### src/rtl/uart_lite_port.sv
// uart_lite_port: queues outgoing words and sends them byte by byte into an AXI4-Lite UART Lite,
// polling its status register first. Define UART_PORT_RX_EN to build the word-assembling RX path.
module uart_lite_port #(
    parameter int WORD_BYTES = 4,
    parameter int TX_DEPTH   = 16
) (
    input  logic                    clk,
    input  logic                    rst,
    input  logic [8*WORD_BYTES-1:0] tx_data,
    input  logic                    tx_valid,
    output logic                    tx_ready,
    output logic                    tx_idle,
    output logic [8*WORD_BYTES-1:0] rx_data,
    output logic                    rx_valid,
    input  logic                    rx_ready,
    output logic                    err,
    output logic [3:0]              uart_axi_araddr,
    output logic                    uart_axi_arvalid,
    input  logic                    uart_axi_arready,
    input  logic [31:0]             uart_axi_rdata,
    input  logic [1:0]              uart_axi_rresp,
    input  logic                    uart_axi_rvalid,
    output logic                    uart_axi_rready,
    output logic [3:0]              uart_axi_awaddr,
    output logic                    uart_axi_awvalid,
    input  logic                    uart_axi_awready,
    output logic [31:0]             uart_axi_wdata,
    output logic [3:0]              uart_axi_wstrb,
    output logic                    uart_axi_wvalid,
    input  logic                    uart_axi_wready,
    input  logic [1:0]              uart_axi_bresp,
    input  logic                    uart_axi_bvalid,
    output logic                    uart_axi_bready
);
    localparam int W  = 8 * WORD_BYTES;
    localparam int AW = $clog2(TX_DEPTH);
    localparam int IW = (WORD_BYTES > 1) ? $clog2(WORD_BYTES) : 1;
    localparam logic [IW-1:0] LAST_IDX  = IW'(WORD_BYTES - 1);
    localparam logic [3:0]    ADDR_RX   = 4'h0;
    localparam logic [3:0]    ADDR_STAT = 4'h8;

    typedef enum logic [2:0] {
        S_IDLE, S_STAT_AR, S_STAT_R, S_WR, S_B, S_RX_AR, S_RX_R
    } state_t;

    state_t        state_q;
    logic [3:0]    araddr_q;
    logic          arvalid_q, rready_q, awvalid_q, wvalid_q, bready_q;
    logic [31:0]   wdata_q;
    logic          err_q;
    logic          last_tx_q;
    logic [IW-1:0] tx_idx_q;

    // TX FIFO: pointers carry one extra wrap bit so full and empty are distinguishable.
    logic [W-1:0]  fifo_mem_q [TX_DEPTH];
    logic [AW:0]   wr_ptr_q, rd_ptr_q;
    logic          fifo_empty, fifo_full, push, pop;
    logic [W-1:0]  fifo_head;
    logic [7:0]    cur_byte;

    assign fifo_empty = (wr_ptr_q == rd_ptr_q);
    assign fifo_full  = (wr_ptr_q[AW] != rd_ptr_q[AW]) &&
                        (wr_ptr_q[AW-1:0] == rd_ptr_q[AW-1:0]);
    assign push       = tx_valid && !fifo_full;
    assign pop        = (state_q == S_B) && bready_q && uart_axi_bvalid && (tx_idx_q == LAST_IDX);
    assign fifo_head  = fifo_mem_q[rd_ptr_q[AW-1:0]];
    assign cur_byte   = 8'(fifo_head >> {tx_idx_q, 3'b000});

    always_ff @(posedge clk) begin
        if (push) fifo_mem_q[wr_ptr_q[AW-1:0]] <= tx_data;
    end

    always_ff @(posedge clk or posedge rst) begin
        if (rst) begin
            wr_ptr_q <= '0;
            rd_ptr_q <= '0;
        end else begin
            if (push) wr_ptr_q <= wr_ptr_q + 1'b1;
            if (pop)  rd_ptr_q <= rd_ptr_q + 1'b1;
        end
    end

    logic can_tx, can_rx, do_tx, do_rx, rx_poll, wr_done, unused_bits;

`ifdef UART_PORT_RX_EN
    logic [W-1:0]  rx_data_q;
    logic          rx_valid_q;
    logic [IW-1:0] rx_idx_q;
    assign can_rx      = uart_axi_rdata[0] && !rx_valid_q;
    assign rx_poll     = !rx_valid_q;
    assign rx_data     = rx_data_q;
    assign rx_valid    = rx_valid_q;
    assign unused_bits = ^{uart_axi_rdata[31:8], uart_axi_rdata[2:1]};
`else
    assign can_rx      = 1'b0;
    assign rx_poll     = 1'b0;
    assign rx_data     = '0;
    assign rx_valid    = 1'b0;
    assign unused_bits = ^{uart_axi_rdata[31:4], uart_axi_rdata[2:0], rx_ready};
`endif

    // When both directions are ready, alternate starting from whichever did not go last.
    assign can_tx  = !fifo_empty && !uart_axi_rdata[3];
    assign do_tx   = can_tx && !(can_rx && last_tx_q);
    assign do_rx   = can_rx && !do_tx;
    assign wr_done = (!awvalid_q || uart_axi_awready) && (!wvalid_q || uart_axi_wready);

    always_ff @(posedge clk or posedge rst) begin
        if (rst) begin
            state_q   <= S_IDLE;
            araddr_q  <= ADDR_STAT;
            arvalid_q <= 1'b0;
            rready_q  <= 1'b0;
            awvalid_q <= 1'b0;
            wvalid_q  <= 1'b0;
            bready_q  <= 1'b0;
            wdata_q   <= '0;
            err_q     <= 1'b0;
            last_tx_q <= 1'b0;
            tx_idx_q  <= '0;
`ifdef UART_PORT_RX_EN
            rx_data_q  <= '0;
            rx_valid_q <= 1'b0;
            rx_idx_q   <= '0;
`endif
        end else begin
`ifdef UART_PORT_RX_EN
            if (rx_valid_q && rx_ready) rx_valid_q <= 1'b0;
`endif
            case (state_q)
                S_IDLE: begin
                    if (!fifo_empty || rx_poll) begin
                        araddr_q  <= ADDR_STAT;
                        arvalid_q <= 1'b1;
                        state_q   <= S_STAT_AR;
                    end
                end
                S_STAT_AR: begin
                    if (arvalid_q && uart_axi_arready) begin
                        arvalid_q <= 1'b0;
                        rready_q  <= 1'b1;
                        state_q   <= S_STAT_R;
                    end
                end
                S_STAT_R: begin
                    if (rready_q && uart_axi_rvalid) begin
                        rready_q <= 1'b0;
                        if (uart_axi_rresp != 2'b00) err_q <= 1'b1;
                        if (do_tx) begin
                            wdata_q   <= {24'd0, cur_byte};
                            awvalid_q <= 1'b1;
                            wvalid_q  <= 1'b1;
                            last_tx_q <= 1'b1;
                            state_q   <= S_WR;
                        end else if (do_rx) begin
                            araddr_q  <= ADDR_RX;
                            arvalid_q <= 1'b1;
                            last_tx_q <= 1'b0;
                            state_q   <= S_RX_AR;
                        end else begin
                            state_q <= S_IDLE;
                        end
                    end
                end
                S_WR: begin
                    if (uart_axi_awready) awvalid_q <= 1'b0;
                    if (uart_axi_wready)  wvalid_q  <= 1'b0;
                    if (wr_done) begin
                        bready_q <= 1'b1;
                        state_q  <= S_B;
                    end
                end
                S_B: begin
                    if (bready_q && uart_axi_bvalid) begin
                        bready_q <= 1'b0;
                        if (uart_axi_bresp != 2'b00) err_q <= 1'b1;
                        tx_idx_q <= (tx_idx_q == LAST_IDX) ? '0 : tx_idx_q + 1'b1;
                        state_q  <= S_IDLE;
                    end
                end
`ifdef UART_PORT_RX_EN
                S_RX_AR: begin
                    if (arvalid_q && uart_axi_arready) begin
                        arvalid_q <= 1'b0;
                        rready_q  <= 1'b1;
                        state_q   <= S_RX_R;
                    end
                end
                S_RX_R: begin
                    if (rready_q && uart_axi_rvalid) begin
                        rready_q <= 1'b0;
                        if (uart_axi_rresp != 2'b00) err_q <= 1'b1;
                        rx_data_q[8*rx_idx_q +: 8] <= uart_axi_rdata[7:0];
                        if (rx_idx_q == LAST_IDX) begin
                            rx_valid_q <= 1'b1;
                            rx_idx_q   <= '0;
                        end else begin
                            rx_idx_q <= rx_idx_q + 1'b1;
                        end
                        state_q <= S_IDLE;
                    end
                end
`endif
                default: state_q <= S_IDLE;
            endcase
        end
    end

    assign tx_ready         = !fifo_full;
    assign tx_idle          = fifo_empty && (state_q == S_IDLE);
    assign err              = err_q;
    assign uart_axi_araddr  = araddr_q;
    assign uart_axi_arvalid = arvalid_q;
    assign uart_axi_rready  = rready_q;
    assign uart_axi_awaddr  = 4'h4;
    assign uart_axi_awvalid = awvalid_q;
    assign uart_axi_wdata   = wdata_q;
    assign uart_axi_wstrb   = 4'b0001;
    assign uart_axi_wvalid  = wvalid_q;
    assign uart_axi_bready  = bready_q;
endmodule

### config.mk
export PLATFORM = sky130hd
export DESIGN_NAME = uart_lite_port
export DESIGN_NICKNAME = d
export VERILOG_FILES = /design/src/rtl/uart_lite_port.sv
export SDC_FILE = /design/constraint.sdc
export NUM_CORES = 1
export LEC_CHECK = 0
export ABC_AREA = 1
export BUFFER_PORTS_ARGS = -buffer_cell sky130_fd_sc_hd__buf_2
export CORE_MARGIN = 2
export CORE_UTILIZATION = 55
export CTS_CLUSTER_SIZE = 16
export DETAILED_ROUTE_END_ITERATION = 10
export PLACE_DENSITY_LB_ADDON = 0.12
export SKIP_CTS_REPAIR_TIMING = 1
export SYNTH_ARGS = -nofsm -noshare
export SYNTH_HDL_FRONTEND = slang
export SYNTH_SLANG_ARGS = --single-unit
### constraint.sdc
create_clock -name clk -period 7.45 [get_ports clk]
set_clock_uncertainty 0.05 [all_clocks]
set_input_delay 2.235 -clock clk [delete_from_list [all_inputs] [get_ports clk]]
set_output_delay 2.235 -clock clk [all_outputs]
set_load 0.1 [all_outputs]
Yosys cells after proc, flatten, opt, wreduce, memory -nomap -nowiden:

Memories as Yosys holds them, arrays and structs flattened.
Cells that the tools add are included.

* bits in registers: 29
* memory bits (writable): 512
* input port bits: 77
* output and inout port bits: 85
* logic and storage cells: 99
* memories: 1

* $add $sub $neg: 3
* equal/unequal tests: 18
* shifts and indexed selects: 1
* mux-type cells: 30
* reduce and logical (&&, ||, !) cells: 35

Memory list
* fifo_mem_q: depth 16, bits a word 32, rd ports 1, clocked after memory_dff 0, wr ports 1, RTL line 55 `logic [W-1:0] fifo_mem_q [TX_DEPTH];`

Operators with widths (number)
* >> shifter 32 x 5 -> 8 bit: 1
* 2-to-1 mux 1 bit: 16
* inequality test 2 bit, second input constant: 8
* 2-to-1 mux 3 bit: 5
* case mux 3 bit (5 select lines): 1
* nonzero test 2 bit: 7
* case mux 1 bit (2 select lines): 6
* AND reduction 3 bit: 4
* logical AND 1 bit: 11
* adder 5 x 1 -> 5 bit, second input constant: 2
* AND reduction 5 bit: 2
* AND reduction 4 bit: 2
* equality test 3 x 2 -> 1 bit, second input constant: 2
* equality test 5 bit: 1
* logical NOT 1 bit: 5
* equality test 4 bit: 1
* 2-to-1 mux 2 bit: 2
* inequality test 2 x 1 -> 1 bit, second input constant: 2
* equality test 3 x 1 -> 1 bit, second input constant: 1
* equality test 3 bit, second input constant: 1
* logical NOT 3 bit: 1
* adder 2 x 1 -> 2 bit, second input constant: 1
* equality test 2 bit, second input constant: 1
* logical OR 1 bit: 2
* 2 further kinds: 2

Logic depth before layout (Yosys ltp):

Gate-level depths: netlist (run 1).

* depth in word-level cells: 6
* depth in mapped cells: 13
* mapped depth without buffers: 11

Worst setup path after synthesis (run 1):

Ideal clock, no wire load.

* kind: input to register
* start: in tx_valid
* end: mem fifo_mem_q[2][0] (netlist bit), enable pin
* library setup time: 0.461 ns
* data arrival time: 4.766 ns
* data required time: 6.939 ns
* slack: 2.173 ns
* stages on the path: 3
* path buffers: 1
* path through: nand2_2 > buf_2 > nor3_1

* cells in the longest elaborated chain, start to end: 3

Ends and longest elaborated chain
* start, declared: RTL line 10 `input logic tx_valid,`
* logical AND 1 bit: RTL line 64 `assign push = tx_valid && !fifo_full;`
* 2-to-1 mux 1 bit: RTL line 70 `if (push) fifo_mem_q[wr_ptr_q[AW-1:0]] <= tx_data;`
* 2-to-1 mux 1 bit (implied by the code): RTL line 70
* end, declared: RTL line 55

No other way between the ends.

Worst setup path in the final report (run 1):

* start: reg rd_ptr_q[0]
* end: out tx_idle

* cells in the longest elaborated chain, start to end: 2

Ends and longest elaborated chain
* start, declared: RTL line 56 `logic [AW:0] wr_ptr_q, rd_ptr_q;`
* start signal, assigned: RTL line 79 `if (pop) rd_ptr_q <= rd_ptr_q + 1'b1;`
* equality test 5 bit: RTL line 61 `assign fifo_empty = (wr_ptr_q == rd_ptr_q);`
* logical AND 1 bit: RTL line 210 `assign tx_idle = fifo_empty && (state_q == S_IDLE);`
* end, declared: RTL line 12 `output logic tx_idle,`

No other way between the ends.

==> results of run 1 <==
==> worst max-delay path: stages, from the launching register on <==
cell and delay, ps:
dfrtp_4 710, xor2_1 220, nor2_1 230, nand3_2 180
nor2_1 200, buf_2 460
==> sequential cells by signal (all words and copies together), names as in the netlist <==
register          count
tx_idx_q              2
rd_ptr_q              5
fifo_mem_q          512
uart_axi_arvalid      1
uart_axi_rready       1
state_q               3
uart_axi_wvalid       1
uart_axi_bready       1
wr_ptr_q              5
uart_axi_wdata        8
err                   1
uart_axi_awvalid      1
==> area by class of cell <==
cell class | instances | area (sq um)
fillers | 3307 | 16300
flip-flops and latches | 541 | 16100
multi-input cells | 1317 | 5750
clock buffers | 70 | 1430
inverters | 188 | 716
well taps | 539 | 674
repair buffers | 98 | 598
clock inverters | 30 | 314
diodes | 2 | 5.00
==> synth_stat cells (9+ instances only) <==
library cell,count
nor3_1,15
dfrtp_1,29
a21oi_1,36
edfxtp_1,512
clkbuf_1,18
nor2_1,99
buf_1,9
xor2_1,12
nand3_1,275
o211ai_1,24
inv_1,183
o21ai_0,23
buf_2,74
nand2_1,744
buf_4,72
==> path summary, 6_finish.rpt <==
kind | slack (ps) | end | cells past startpoint | from
setup / recovery | 2580 | tx_idle | 5 | rd_ptr_q[0]
hold / removal | 420 | err | 1 | err
setup reg to reg | 3720 | uart_axi_wdata[7] | 11 | rd_ptr_q[0]
hold reg to reg | 420 | err | 1 | err
max in group asynchronous | 5370 | rd_ptr_q[0] | 3 | rst
min in group asynchronous | 1650 | uart_axi_awvalid | 3 | rst
==> cells in the final DEF, fill, tap and decap left out, types with 2 or more instances in the layout <==
master       n
nand2_1    744
edfxtp_1   512
nand3_1    275
inv_1      182
nor2_1      97
conb_1      69
buf_2       60
clkbuf_16   55
buf_4       37
a21oi_1     36
dfrtp_1     26
o211ai_1    24
o21ai_0     23
clkinv_1    15
clkbuf_1    15
nor3_2      14
xor2_1      12
clkinv_2    10
bufinv_16    7
ha_1         6
nor2_4       3
inv_6        3
diode_2      2
o21ai_1      2
nand3_2      2
dfrtp_4      2
==> per-layer routing <==
layer | track usage, % | part of all wire (%) | routed length (um) | up-vias
met4 | 8.66 | 3.1 | 1730 | 2
met5 | 0 | 0.016 | 9 | -
met2 | 40.3 | 46 | 25500 | 593
met1 | 35.9 | 43 | 23800 | 7169
met3 | 5.39 | 8.1 | 4520 | 109
li1 | - | - | - | 7126
==> where the power goes <==
part	switching [mW]	total, mW	internal, mW
registers	0.162	3.85	3.69
clock network	1.09	2.69	1.59
logic	2.68	3.52	0.846
total	3.93	10.1	6.13
==> kinds of logic (layout without fill, tap and decap cells) <==
group           Yosys count  after routing
fa+ha+maj                 6              6
buf+inv                 362            386
other cells               2             71
compound gates           88             88
xor+xnor                 13             13
mux                       1              1
simple gates           1140           1140
flops                   541            541
==> flow_summary.ini, run 1 <==
[critical_path]
critPathKind = flip-flop to output port
setup.worst_path.end_class = output port
crit_required_ps = 5160
critPathLaunchType = flip-flop
path_max_fanout = 48
arrival_ps = 2580

[route]
drc = 0
dr_total_vias = 15000
drt_iter0_markers = 1503
ant_nets = 0
via_per_inst = 5.39
detail_route.wl_per_cell_um = 19.9
firstDrtPassIters = 7
wl_um = 55500

[outcome]
status = completed

[power_and_ir_drop]
ir_drop_mv = 0.323
power_density_nw_per_um2 = 393
total_power_mw = 10.1
power.static_leakage_nw = 10.3

[finish]
drive_gt1_share_pct = 8.91
fin_util_pct = 61.2
instances_no_fill = 2785
fin_nets = 2283
syn_to_final_growth_pct = 10.1
finalInstanceArea_sq_um = 25600

[cts]
clk_pin_slew_ps = 60
htree_levels = 2
clkLatencyLatePin_ps = 600
cts_root_buf = clkbuf_16
numCtsBuffers = 54
clockBufferDepth = 3
tritoncts = yes
numClockSinks = 541

[synth]
synth_adder_area_share_pct = 0.323
synth_edf_count = 512
yosysWarnings = 0
synth_compound_area_share_pct = 2.21
synth_area_per_cell_sq_um = 10.8
synth_top_cell_by_area = edfxtp_1
synthDistinctLibCells = 32
synth_top_family_by_area = simple AND/OR/NAND/NOR gates
yosys.area_share.simple_pct = 20.2
syn-instance-count = 2153
synthTopCellsByArea = edfxtp_1 66%, nand2_1 12%, nand3_1 5.9%
ys_seq_elements = 541
yosysTopAreaCellShare_pct = 66.1
synth_seq_area_share_pct = 69.3
synth_mux_area_share_pct = 0.0484
syn_area_sq_um = 23200
synthXorXnorAreaFrac_pct = 0.490
ys.flop_type = edfxtp_1
synth-async-reset-ratio_pct = 5.36

[timing]
fin_crit_sh_pct = 65.3
maxSlewHeadroom_pct = 21.7
setup_viol = 0
clock.fmax_mhz = 205
worst_slack_ps = 2580
rsz0062_at_grt = no
tightest_slew_ps = 1180
fin_crit_ps = 4870
slew_violations = 0
holdWs_ps = 420
tns_ps = 0
final_hold_viol_count = 0

[die]
die_y_um = 210
ios = 162
row_count = 75
core-area_sq_um = 41900
start_util_pct = 55.5
die_w_um = 210
fp.dieArea_sq_um = 43900

[grt]
grtUsageTotal_pct = 25.6
antenna_found_initial = 3
first_global_vias = 13900
grt_pass1_wl_um = 83000
grt.overflow.total = 0
grt_start_max_net_pins = 144

[placement]
placed_cells = 2683
dp_hpwl_um = 28700
post_dp_cell_area_sq_um = 23800
io_buffers = 60
place_ws_ps = 3220
finalWeightedCongestion = 0.844

[run]
cap_violations = 0

[hold_path]
min_path_type = flip-flop to flip-flop
(Power assumes the default switching activity.)
==> run 2: changes to the inputs <==
- clock period: 7.45 -> 4.8 ns (I/O delays scaled with it)
==> flow_summary.ini, run 2 (same netlist as run 1, synthesis figures left out) <==
[outcome]
status = completed

[route]
drt_iter0_markers = 1385
ant_nets = 0
firstDrtPassIters = 5
dr_total_vias = 15000
via_per_inst = 5.38
drc = 0
wl_um = 55400
detail_route.wl_per_cell_um = 19.9

[cts]
cts_root_buf = clkbuf_16
numClockSinks = 541
htree_levels = 2
clk_pin_slew_ps = 60
numCtsBuffers = 55
clkLatencyLatePin_ps = 600
clockBufferDepth = 3
tritoncts = yes

[die]
die_y_um = 210
core-area_sq_um = 41900
fp.dieArea_sq_um = 43900
start_util_pct = 55.5
row_count = 75
die_w_um = 210
ios = 162

[timing]
maxSlewHeadroom_pct = 14.6
slew_violations = 0
final_hold_viol_count = 0
tns_ps = 0
setup_viol = 0
fin_crit_sh_pct = 80.1
rsz0062_at_grt = no
holdWs_ps = 431
clock.fmax_mhz = 260
worst_slack_ps = 956
tightest_slew_ps = 1280
fin_crit_ps = 3840

[critical_path]
setup.worst_path.end_class = output port
crit_required_ps = 3310
critPathLaunchType = flip-flop
critPathKind = flip-flop to output port
path_max_fanout = 4
arrival_ps = 2350

[placement]
io_buffers = 60
place_ws_ps = 1560
finalWeightedCongestion = 0.858
dp_hpwl_um = 29100
placed_cells = 2689

[finish]
fin_nets = 2290
syn_to_final_growth_pct = 10.6
instances_no_fill = 2788
largest_reg_flops = 512
final_common_cell = nand2_1
drive_gt1_share_pct = 9.25
most-common-layout-cells = 744 x nand2_1, 512 x edfxtp_1, 275 x nand3_1
n_fill_cell = 3250

[grt]
grt.overflow.total = 0
grtUsageTotal_pct = 25.7
grt_start_max_net_pins = 199
grtUsageMet3_pct = 4.95
use_met2_pct = 41.2
antenna_found_initial = 1
first_global_vias = 14100
top_usage_layer = met2
globalRouteMet1Util_pct = 35.7
grt_pass1_wl_um = 83700

[hold_path]
min_path_type = flip-flop to flip-flop

[power_and_ir_drop]
ir_drop_mv = 0.546
power.static_leakage_nw = 10.4
power_density_nw_per_um2 = 611

[run]
cap_violations = 0
## run 2: cell types whose count changed in the layout (fill, tap and decap cells not counted), sizes merged
| cell | previous run | this run |
|---|---|---|
| clkbuf | 70 | 79 |
| buf | 98 | 104 |
| clkinv | 25 | 19 |
| bufinv | 7 | 2 |
| diode | 2 | 1 |
## run 2: final cells by class
type	instances	area, sq um	area share, %
sequential	541	16100	62.7
multi-input combinational	1317	5750	22.4
clock buffer	79	1650	6.40
inverter	188	716	2.78
tap	539	674	2.62
timing repair buffer	104	668	2.60
clock inverter	19	141	0.550
antenna	1	2.50	0.00973
## run 2: critical path: stages, from the launching register on
cell and delay [ps]:
dfrtp_4 530, xor2_1 150, nor2_1 200, nand3_2 190, nor2_1 220, buf_2 470
## run 2: worst paths after layout
check / startpoint / cells after the start / endpoint / slack (ps)
min in group asynchronous: rst / 2 / uart_axi_awvalid / 780
min: err / 1 / err / 430
max: rd_ptr_q[0] / 5 / tx_idle / 960
min reg2reg: err / 1 / err / 430
max in group asynchronous: rst / 3 / rd_ptr_q[0] / 3280
max reg2reg: rd_ptr_q[1] / 11 / uart_axi_wdata[0] / 1620
## run 2: power by group
part / internal (mW) / switching (mW)
Clock: 2.48 / 1.72
Sequential: 5.73 / 0.190
Combinational: 1.35 / 4.22
Total: 9.56 / 6.14
## run 2: metal layers
layer / part of all wire [%] / vias to the layer above
li1: - / 7141
met1: 42 / 7157
met2: 46 / 591
met3: 8.0 / 105
met4: 3.2 / 0
met5: 0 / -
## run 2: through the flow
step | cell area, sq um | utilization (%) | power, mW
after floorplan | 23500 | - | 9.96
after global placement | 23900 | 57.1 | 11.5
after detailed placement | 23900 | 57.1 | 11.6
after CTS | 25700 | 61.4 | 15.7
after global routing | 25700 | 61.4 | 16.5
final | 25700 | 61.4 | 15.7
==> run 3: changes to the inputs <==
- clock period: 4.8 -> 3.4 ns (I/O delays scaled with it)
==> flow_summary.ini, run 3 (same netlist as run 1, synthesis figures left out) <==
[hold_path]
min_path_type = primary input to asynchronous set/reset pin

[cts]
clkLatencyLatePin_ps = 600
tritoncts = yes
numClockSinks = 541
cts_root_buf = clkbuf_16
numCtsBuffers = 55
clockBufferDepth = 3
htree_levels = 2
clk_pin_slew_ps = 60

[critical_path]
path_max_fanout = 4
crit_chain = xor2_1, nor2_1, nand3_2, nor2_1, buf_12
cpMostUsedCell = nor2_1
critPathKind = flip-flop to output port
crit_required_ps = 2330
setup.worst_path.end_class = output port
critPathLaunchType = flip-flop
slowest_stage = dfrtp_4
arrival_ps = 2130
slowest_delay_ps = 520

[power_and_ir_drop]
p_sw_mw = 8.63
power.internal_mw = 13.3
seqPwrFrac_pct = 38.1
pwr-share-clk_pct = 25.7
power_density_nw_per_um2 = 852
ir_drop_mv = 0.748
power.static_leakage_nw = 10.4
total_power_mw = 21.9
switching_share_pct = 39.4
comb_power_share_pct = 36.1

[timing]
tightest_slew_ps = 1050
fin_crit_sh_pct = 94.1
maxSlewHeadroom_pct = 29.9
slew_violations = 0
rsz0062_at_grt = no
tns_ps = 0
clock.fmax_mhz = 313
final_hold_viol_count = 0
fin_crit_ps = 3200
setup_viol = 0

[route]
drt_iter0_markers = 1403
ant_nets = 0
detail_route.wl_per_cell_um = 19.8
firstDrtPassIters = 5
drc = 0
via_per_inst = 5.34
wl_um = 55300
dr_total_vias = 14900

[die]
start_util_pct = 55.5
die_w_um = 210
die_y_um = 210
row_count = 75
core-area_sq_um = 41900
fp.dieArea_sq_um = 43900
ios = 162

[grt]
first_global_vias = 14100
grt_start_max_net_pins = 220
grt.overflow.total = 0
grtUsageTotal_pct = 25.5
grt_pass1_wl_um = 83300
antenna_found_initial = 3

[finish]
most-common-layout-cells = 744 x nand2_1, 512 x edfxtp_1, 275 x nand3_1
n_fill_cell = 3298
drive_gt1_share_pct = 9.36
largest_reg_flops = 512
fin_util_pct = 61.5
fin_nets = 2292
syn_to_final_growth_pct = 10.7
instances_no_fill = 2795
final_common_cell = nand2_1

[placement]
finalWeightedCongestion = 0.830
dp_hpwl_um = 28700
io_buffers = 60
placed_cells = 2691

[outcome]
status = completed

[run]
cap_violations = 0
run 3: critical path, delay by kind of cell (launching register included):
family / cells / cell delay, ps
DFF: 1 / 520
buffers and inverters: 1 / 210
xor gates and xnor gates: 1 / 160
and+or+nand+nor: 3 / 660
run 3: metrics by stage:
| step | hold WS (ps) | setup WS, ps | instance area (sq um) |
|---|---|---|---|
| finish | 424 | 201 | 25700 |
| global placement | 410 | 724 | 24000 |
| global route | 447 | 57.1 | 25700 |
| floorplan | 412 | -988 | 23500 |
| CTS | 423 | 172 | 25700 |
| detailed placement | 416 | 710 | 24000 |
run 3: power groups by stage:
stage | Clock, mW | Combinational (mW) | Sequential [mW]
2_1_floorplan | 0 | 5.10 | 8.96
3_3_place_gp | 0 | 7.75 | 8.46
3_5_place_dp | 0 | 7.87 | 8.49
4_1_cts | 5.73 | 7.91 | 8.35
5_1_grt | 5.99 | 8.69 | 8.42
6_report | 5.64 | 7.92 | 8.35
run 3: layout make-up:
type	count	area, sq um	area share [%]
Multi-Input combinational cell	1317	5750	22.3
Timing Repair Buffer	106	798	3.10
Sequential cell	541	16100	62.6
Antenna cell	2	5.00	0.0195
Clock buffer	68	1470	5.70
Tap cell	539	674	2.62
Inverter	188	713	2.77
Clock inverter	34	213	0.827
run 3: path summary, 6_finish.rpt:
kind,to,cells after the start,start,slack [ps]
min,rd_ptr_q[3],2,rst,420
max,tx_idle,5,rd_ptr_q[0],200
min reg2reg,err,1,err,420
max reg2reg,uart_axi_wdata[7],11,rd_ptr_q[0],660
max in group asynchronous,uart_axi_wdata[2],3,rst,2230
min in group clk,err,1,err,420
run 3: per-layer routing:
| metal | part of all wire [%] | global-route usage, % |
|---|---|---|
| met5 | 0.058 | 0 |
| met2 | 46 | 39.8 |
| met3 | 7.3 | 3.98 |
| met4 | 3.3 | 9.81 |
| met1 | 44 | 36.5 |
